File: config.mk
export PLATFORM = sky130hd
export DESIGN_NAME = barrel_arbiter_flat
export DESIGN_NICKNAME = d
export VERILOG_FILES = /design/src/rtl/barrel_arbiter_if.sv /design/src/rtl/barrel_arbiter.sv /design/src/flat_wrapper.sv
export SDC_FILE = /design/constraint.sdc
export NUM_CORES = 1
export LEC_CHECK = 0
export CELL_PAD_IN_SITES_DETAIL_PLACEMENT = 1
export CELL_PAD_IN_SITES_GLOBAL_PLACEMENT = 2
export CORE_ASPECT_RATIO = 0.75
export CORE_UTILIZATION = 26
export CTS_BUF_LIST = sky130_fd_sc_hd__clkbuf_8 sky130_fd_sc_hd__clkbuf_16
export DETAILED_ROUTE_END_ITERATION = 8
export PLACE_DENSITY = 0.85
export SYNTH_ARGS = -nofsm -noshare
export SYNTH_HDL_FRONTEND = slang
export SYNTH_SLANG_ARGS = --single-unit
File: constraint.sdc
create_clock -name clk -period 12.6 [get_ports clk]
set_input_delay 3.78 -clock clk [delete_from_list [all_inputs] [get_ports clk]]
set_output_delay 3.78 -clock clk [all_outputs]
set_load 0.05 [all_outputs]
File: src/rtl/barrel_arbiter_if.sv
// -----------------------------------------------------------------------------
// barrel_arbiter_if
// Bundles the requester-side and result-side handshakes of barrel_arbiter.
//   req_valid [N_REQ]     : requester i has a job
//   req_ready [N_REQ]     : requester i's job is accepted this cycle
//   req_data  [8*N_REQ]   : operand, slice [8i+7:8i] for requester i
//   req_amt   [3*N_REQ]   : shift amount 0..7 per requester
//   req_dir   [N_REQ]     : 0 = left, 1 = right
//   req_rot   [N_REQ]     : 1 = rotate, 0 = logical shift
//   out_valid / out_ready : result handshake
//   out_data  [8]         : shifted/rotated result
//   out_id    [ID_W]      : requester that produced out_data
// Modports: master = requesters + consumer, slave = arbiter.
// -----------------------------------------------------------------------------
interface barrel_arbiter_if #(
    parameter int unsigned N_REQ = 4,
    parameter int unsigned ID_W  = $clog2(N_REQ)
);
    logic [N_REQ-1:0]   req_valid;
    logic [N_REQ-1:0]   req_ready;
    logic [8*N_REQ-1:0] req_data;
    logic [3*N_REQ-1:0] req_amt;
    logic [N_REQ-1:0]   req_dir;
    logic [N_REQ-1:0]   req_rot;
    logic               out_valid;
    logic               out_ready;
    logic [7:0]         out_data;
    logic [ID_W-1:0]    out_id;

    modport master (
        output req_valid, req_data, req_amt, req_dir, req_rot, out_ready,
        input  req_ready, out_valid, out_data, out_id
    );

    modport slave (
        input  req_valid, req_data, req_amt, req_dir, req_rot, out_ready,
        output req_ready, out_valid, out_data, out_id
    );
endinterface

File: src/rtl/barrel_arbiter.sv
// -----------------------------------------------------------------------------
// barrel_arbiter
// Shares one 8-bit barrel shift/rotate datapath between N_REQ requesters.
// One job is granted per cycle and its result is registered, together with
// the winner's index, in a single-entry output register.
//   clk : clock, rising edge
//   rst : asynchronous, active-high reset
//   bus : barrel_arbiter_if.slave (requester jobs in, result out)
// Optional feature macro: BARREL_ARB_RR_EN
//   defined   -> round-robin grant starting at ptr
//   undefined -> fixed priority, lowest asserted index wins
// -----------------------------------------------------------------------------
module barrel_arbiter #(
    parameter int unsigned N_REQ = 4,
    localparam int unsigned ID_W = $clog2(N_REQ)
) (
    input logic              clk,
    input logic              rst,
    barrel_arbiter_if.slave  bus
);

    typedef enum logic {StEmpty, StFull} occ_e;

    occ_e            r_state;
    logic [7:0]      r_data;
    logic [ID_W-1:0] r_id;
`ifdef BARREL_ARB_RR_EN
    logic [ID_W-1:0] r_ptr;
`endif

    logic             w_any;
    logic             w_free;
    logic             w_accept;
    logic [N_REQ-1:0] w_gnt;
    logic [ID_W-1:0]  w_gnt_idx;
    logic [7:0]       w_op;
    logic [2:0]       w_amt;
    logic             w_dir;
    logic             w_rot;
    logic [15:0]      w_dbl_l;
    logic [15:0]      w_dbl_r;
    logic [7:0]       w_result;

    // Grant search: from ptr upward with wrap (round-robin) or from 0.
    always_comb begin
        int  idx;
        logic found;
        found     = 1'b0;
        idx       = 0;
        w_gnt_idx = '0;
        w_gnt     = '0;
        for (int k = 0; k < int'(N_REQ); k++) begin
`ifdef BARREL_ARB_RR_EN
            idx = int'(r_ptr) + k;
            if (idx >= int'(N_REQ)) idx = idx - int'(N_REQ);
`else
            idx = k;
`endif
            if (!found && bus.req_valid[idx]) begin
                found     = 1'b1;
                w_gnt_idx = ID_W'(idx);
            end
        end
        if (found) w_gnt[w_gnt_idx] = 1'b1;
    end

    assign w_any    = |bus.req_valid;
    assign w_free   = (r_state == StEmpty) || bus.out_ready;
    // Gating with rst keeps req_ready low throughout reset.
    assign w_accept = w_any && w_free && !rst;

    assign bus.req_ready = w_accept ? w_gnt : '0;

    // Shared datapath operating on the granted job.
    assign w_op  = bus.req_data[8*w_gnt_idx +: 8];
    assign w_amt = bus.req_amt[3*w_gnt_idx +: 3];
    assign w_dir = bus.req_dir[w_gnt_idx];
    assign w_rot = bus.req_rot[w_gnt_idx];

    // Rotates come from a doubled operand: the wrapped-around bits land in
    // the selected byte, and amt = 0 degenerates to a pass-through.
    assign w_dbl_l = {w_op, w_op} << w_amt;
    assign w_dbl_r = {w_op, w_op} >> w_amt;

    always_comb begin
        w_result = w_op;
        unique case ({w_dir, w_rot})
            2'b00:   w_result = w_op << w_amt;
            2'b01:   w_result = w_dbl_l[15:8];
            2'b10:   w_result = w_op >> w_amt;
            2'b11:   w_result = w_dbl_r[7:0];
            default: w_result = w_op;
        endcase
    end

    always_ff @(posedge clk or posedge rst) begin
        if (rst) begin
            r_state <= StEmpty;
            r_data  <= 8'h00;
            r_id    <= '0;
`ifdef BARREL_ARB_RR_EN
            r_ptr   <= '0;
`endif
        end else begin
            if (w_accept) begin
                r_state <= StFull;
                r_data  <= w_result;
                r_id    <= w_gnt_idx;
`ifdef BARREL_ARB_RR_EN
                r_ptr   <= (w_gnt_idx == ID_W'(N_REQ - 1)) ? '0 : w_gnt_idx + 1'b1;
`endif
            end else if (bus.out_ready) begin
                // Drain only: data and id keep their last values.
                r_state <= StEmpty;
            end
        end
    end

    assign bus.out_valid = (r_state == StFull);
    assign bus.out_data  = r_data;
    assign bus.out_id    = r_id;

endmodule
File: src/flat_wrapper.sv
// flat-port wrapper written by rule: the top's interface ports become plain ports
module barrel_arbiter_flat 
#(
    parameter int unsigned N_REQ = 4,
    localparam int unsigned ID_W = $clog2(N_REQ)
)
  (clk, rst, bus_req_valid, bus_req_data, bus_req_amt, bus_req_dir, bus_req_rot, bus_out_ready, bus_req_ready, bus_out_valid, bus_out_data, bus_out_id);
  barrel_arbiter_if #(.N_REQ(N_REQ)) bus_i ();
  input logic clk;
  input logic rst;
  input wire logic [$bits(bus_i.req_valid)-1:0] bus_req_valid;
  input wire logic [$bits(bus_i.req_data)-1:0] bus_req_data;
  input wire logic [$bits(bus_i.req_amt)-1:0] bus_req_amt;
  input wire logic [$bits(bus_i.req_dir)-1:0] bus_req_dir;
  input wire logic [$bits(bus_i.req_rot)-1:0] bus_req_rot;
  input wire logic [$bits(bus_i.out_ready)-1:0] bus_out_ready;
  output wire logic [$bits(bus_i.req_ready)-1:0] bus_req_ready;
  output wire logic [$bits(bus_i.out_valid)-1:0] bus_out_valid;
  output wire logic [$bits(bus_i.out_data)-1:0] bus_out_data;
  output wire logic [$bits(bus_i.out_id)-1:0] bus_out_id;
  assign bus_i.req_valid = bus_req_valid;
  assign bus_i.req_data = bus_req_data;
  assign bus_i.req_amt = bus_req_amt;
  assign bus_i.req_dir = bus_req_dir;
  assign bus_i.req_rot = bus_req_rot;
  assign bus_i.out_ready = bus_out_ready;
  assign bus_req_ready = bus_i.req_ready;
  assign bus_out_valid = bus_i.out_valid;
  assign bus_out_data = bus_i.out_data;
  assign bus_out_id = bus_i.out_id;
  barrel_arbiter #(.N_REQ(N_REQ)) u_core (.clk(clk), .rst(rst), .bus(bus_i));
endmodule
==> flow_metrics.tcl <==
set metrics [dict create \
    fin_tns_setup_ps 0 \
    async_flop_share_pct 100 \
    setup_viol 0 \
    layout.nets 362 \
    p_leak_nw 1.00 \
    synth-edff-count 0 \
    ioPinCount 74 \
    cp.arrival_ps 6570 \
    via_per_inst 5.88 \
    die_w_um 102 \
    fin_crit_sh_pct 82.1 \
    ys.flop_type "dfrtp_1" \
    vdd_drop_max_mv 0.0402 \
    dieArea_mm2 0.00779 \
    die_y_um 76.7 \
    hold_path_class "register to register" \
    grt_pass1_wl_mm 13.2 \
    cts_num_sinks 11 \
    clock.fmax_mhz 96.6 \
    root_buffer "clkbuf_8" \
    io_buffers 73 \
    final_area_mm2 0.00276 \
    outcome "complete, no violations" \
    reg2regPathDepth 5 \
    instances_no_fill 400 \
    drt-initial-drc-count 160 \
    placed_area_mm2 0.00272 \
    worst_setup_path_start_kind "input port" \
    cp.required_ps 8820 \
    cts_buffers 3 \
    relSlewSlack_pct 47.3 \
    num_vias 2350 \
    synth_warnings 0 \
    yosysSeqAreaShare_pct 14.2 \
    antenna_found_initial 0 \
    drv_cap 0 \
    worst-setup-path-type "input port to primary output" \
    worstMarginPinSlew_ps 790 \
    drc_errors 0 \
    avgRoutedWirePerCell_um 20.6 \
    wl_mm 8.25 \
    synth_area_mm2 0.00193 \
    drive_gt1_share_pct 9.60 \
    synth_fp_nets 300 \
    syn_area_per_cell_um2 8.03 \
    final_common_cell "clkdlybuf4s50_1" \
    utilization_pct 39.5 \
    clkLatencyLatePin_ps 240 \
    num_antenna_cells 0 \
    core_mm2 0.00699 \
    cts.clk_slew.worst_paths_ps 50 \
    finalPower_uw 254 \
    cts_resized 0 \
    num_rows 26 \
    globalplace.congestion 0.890 \
    ys_types 61 \
    finalHoldViolations 0 \
    finalClockSkew_ps 1.99 \
    grt_use_total_pct 21.8 \
    tritoncts "built" \
    critPathCaptureType "primary output" \
    gr-total-overflow 0 \
    dp_cells 396 \
    grt_pass1_vias 2421 \
    fin_crit_ps 10350 \
    area_delta_synth_final_pct 42.7 \
    clockBufferDepth 2 \
    multiInputGateArea_mm2 0.00153 \
    initial_utilization_pct 27.7 \
    post-cts-setup-buffers 0 \
    powerDensity_mw_per_mm2 92.1 \
    synth-seq-cells 11 \
    hpwlAfterDp_mm 6.26 \
    first_pass_iters 5 \
    min_path_cells 2 \
    rsz0062_at_grt "no" \
    h-tree-depth 1 \
    regArea_um2 275 \
    final_max_slew_viol_count 0 \
    final_cell_mix "clkdlybuf4s50_1 (73), nor2_1 (25), mux2i_1 (22)" \
    grt_max_degree 29 \
    cp_max_fo 20 \
    synthCells 241 \
    antenna_left 0 \
    holdBufCountCts 0 \
    fillers 865 \
]
[logic make-up (layout without fill, tap and decap cells)]
kind of cell	Yosys count	in the layout	share of synthesized area, %
buffers and inverters	25	86	6.92
AOI/OAI and AO/OA	94	94	40.8
and+or+nand+nor	87	87	25.3
DFF	11	11	14.2
muxes	24	24	12.7
[metrics by stage]
step | setup slack, ps | hold slack [ps]
2_1_floorplan | 3010 | 746
5_1_grt | 2060 | 498
3_5_place_dp | 2210 | 474
6_report | 2250 | 479
4_1_cts | 2210 | 486
3_3_place_gp | 2310 | 468
[path summary, 6_finish.rpt]
check                                      from                endpoint  slack, ps
min                        u_core.bus.out_id[1]    u_core.bus.out_id[1]        480
max reg2reg                u_core.bus.out_valid  u_core.bus.out_data[0]      10740
min reg2reg                u_core.bus.out_id[1]    u_core.bus.out_id[1]        480
min in group asynchronous                   rst    u_core.bus.out_valid       3980
max                            bus_req_valid[1]        bus_req_ready[1]       2250
max in group asynchronous                   rst  u_core.bus.out_data[0]       8310
[Yosys cell counts (all sizes together), types with 5 or more instances]
cell    count  area (µm²)
buf        12        85.1
or3         5        31.3
a211oi     11        97.6
o21ai       5        25.0
a21oi      15        75.1
a222oi      6        60.1
clkbuf     10        37.5
and2        5        31.3
nand2      16        62.6
nor2       25        93.8
o21a        5        37.5
o221ai      5        50.0
nor3        7        35.0
or3b        6        52.6
mux2i      22         220
a32oi       6        52.6
dfrtp      11         275
[per-layer routing]
metal  GRT usage (%)  share of wire [%]
met1            31.0                 47
met2            34.1                 44
met3            5.10                7.3
met4            2.17               0.99
met5               0                  0
[state kept, by name (all words and copies together) (netlist names)]
| register | count |
|---|---|
| u_core.bus.out_valid | 1 |
| u_core.bus.out_id | 2 |
| u_core.bus.out_data | 8 |
[area by class of cell]
class                   instances  area share (%)
clock buffers                   3            1.50
multi-input cells             205            55.4
repair buffers                 79            28.1
inverters                       3           0.408
well taps                      98            4.44
clock inverters                 1           0.136
flip-flops and latches         11            9.97
[report_power, final]
group	switching [mW]	leakage [nW]	total, mW	internal, mW
clock network	0.0137	0.0269	0.0351	0.0214
registers	0.00505	0.129	0.0485	0.0435
logic	0.103	0.848	0.171	0.0682
total	0.121	1.00	0.254	0.133
[worst max-delay path, stage by stage]
cell and delay [ps]:
clkdlybuf4s50_1 980, nor4_1 190, or3_1 610, nor2_1 180
clkdlybuf4s50_1 820
No activity file was read; power rests on OpenSTA's default activity.
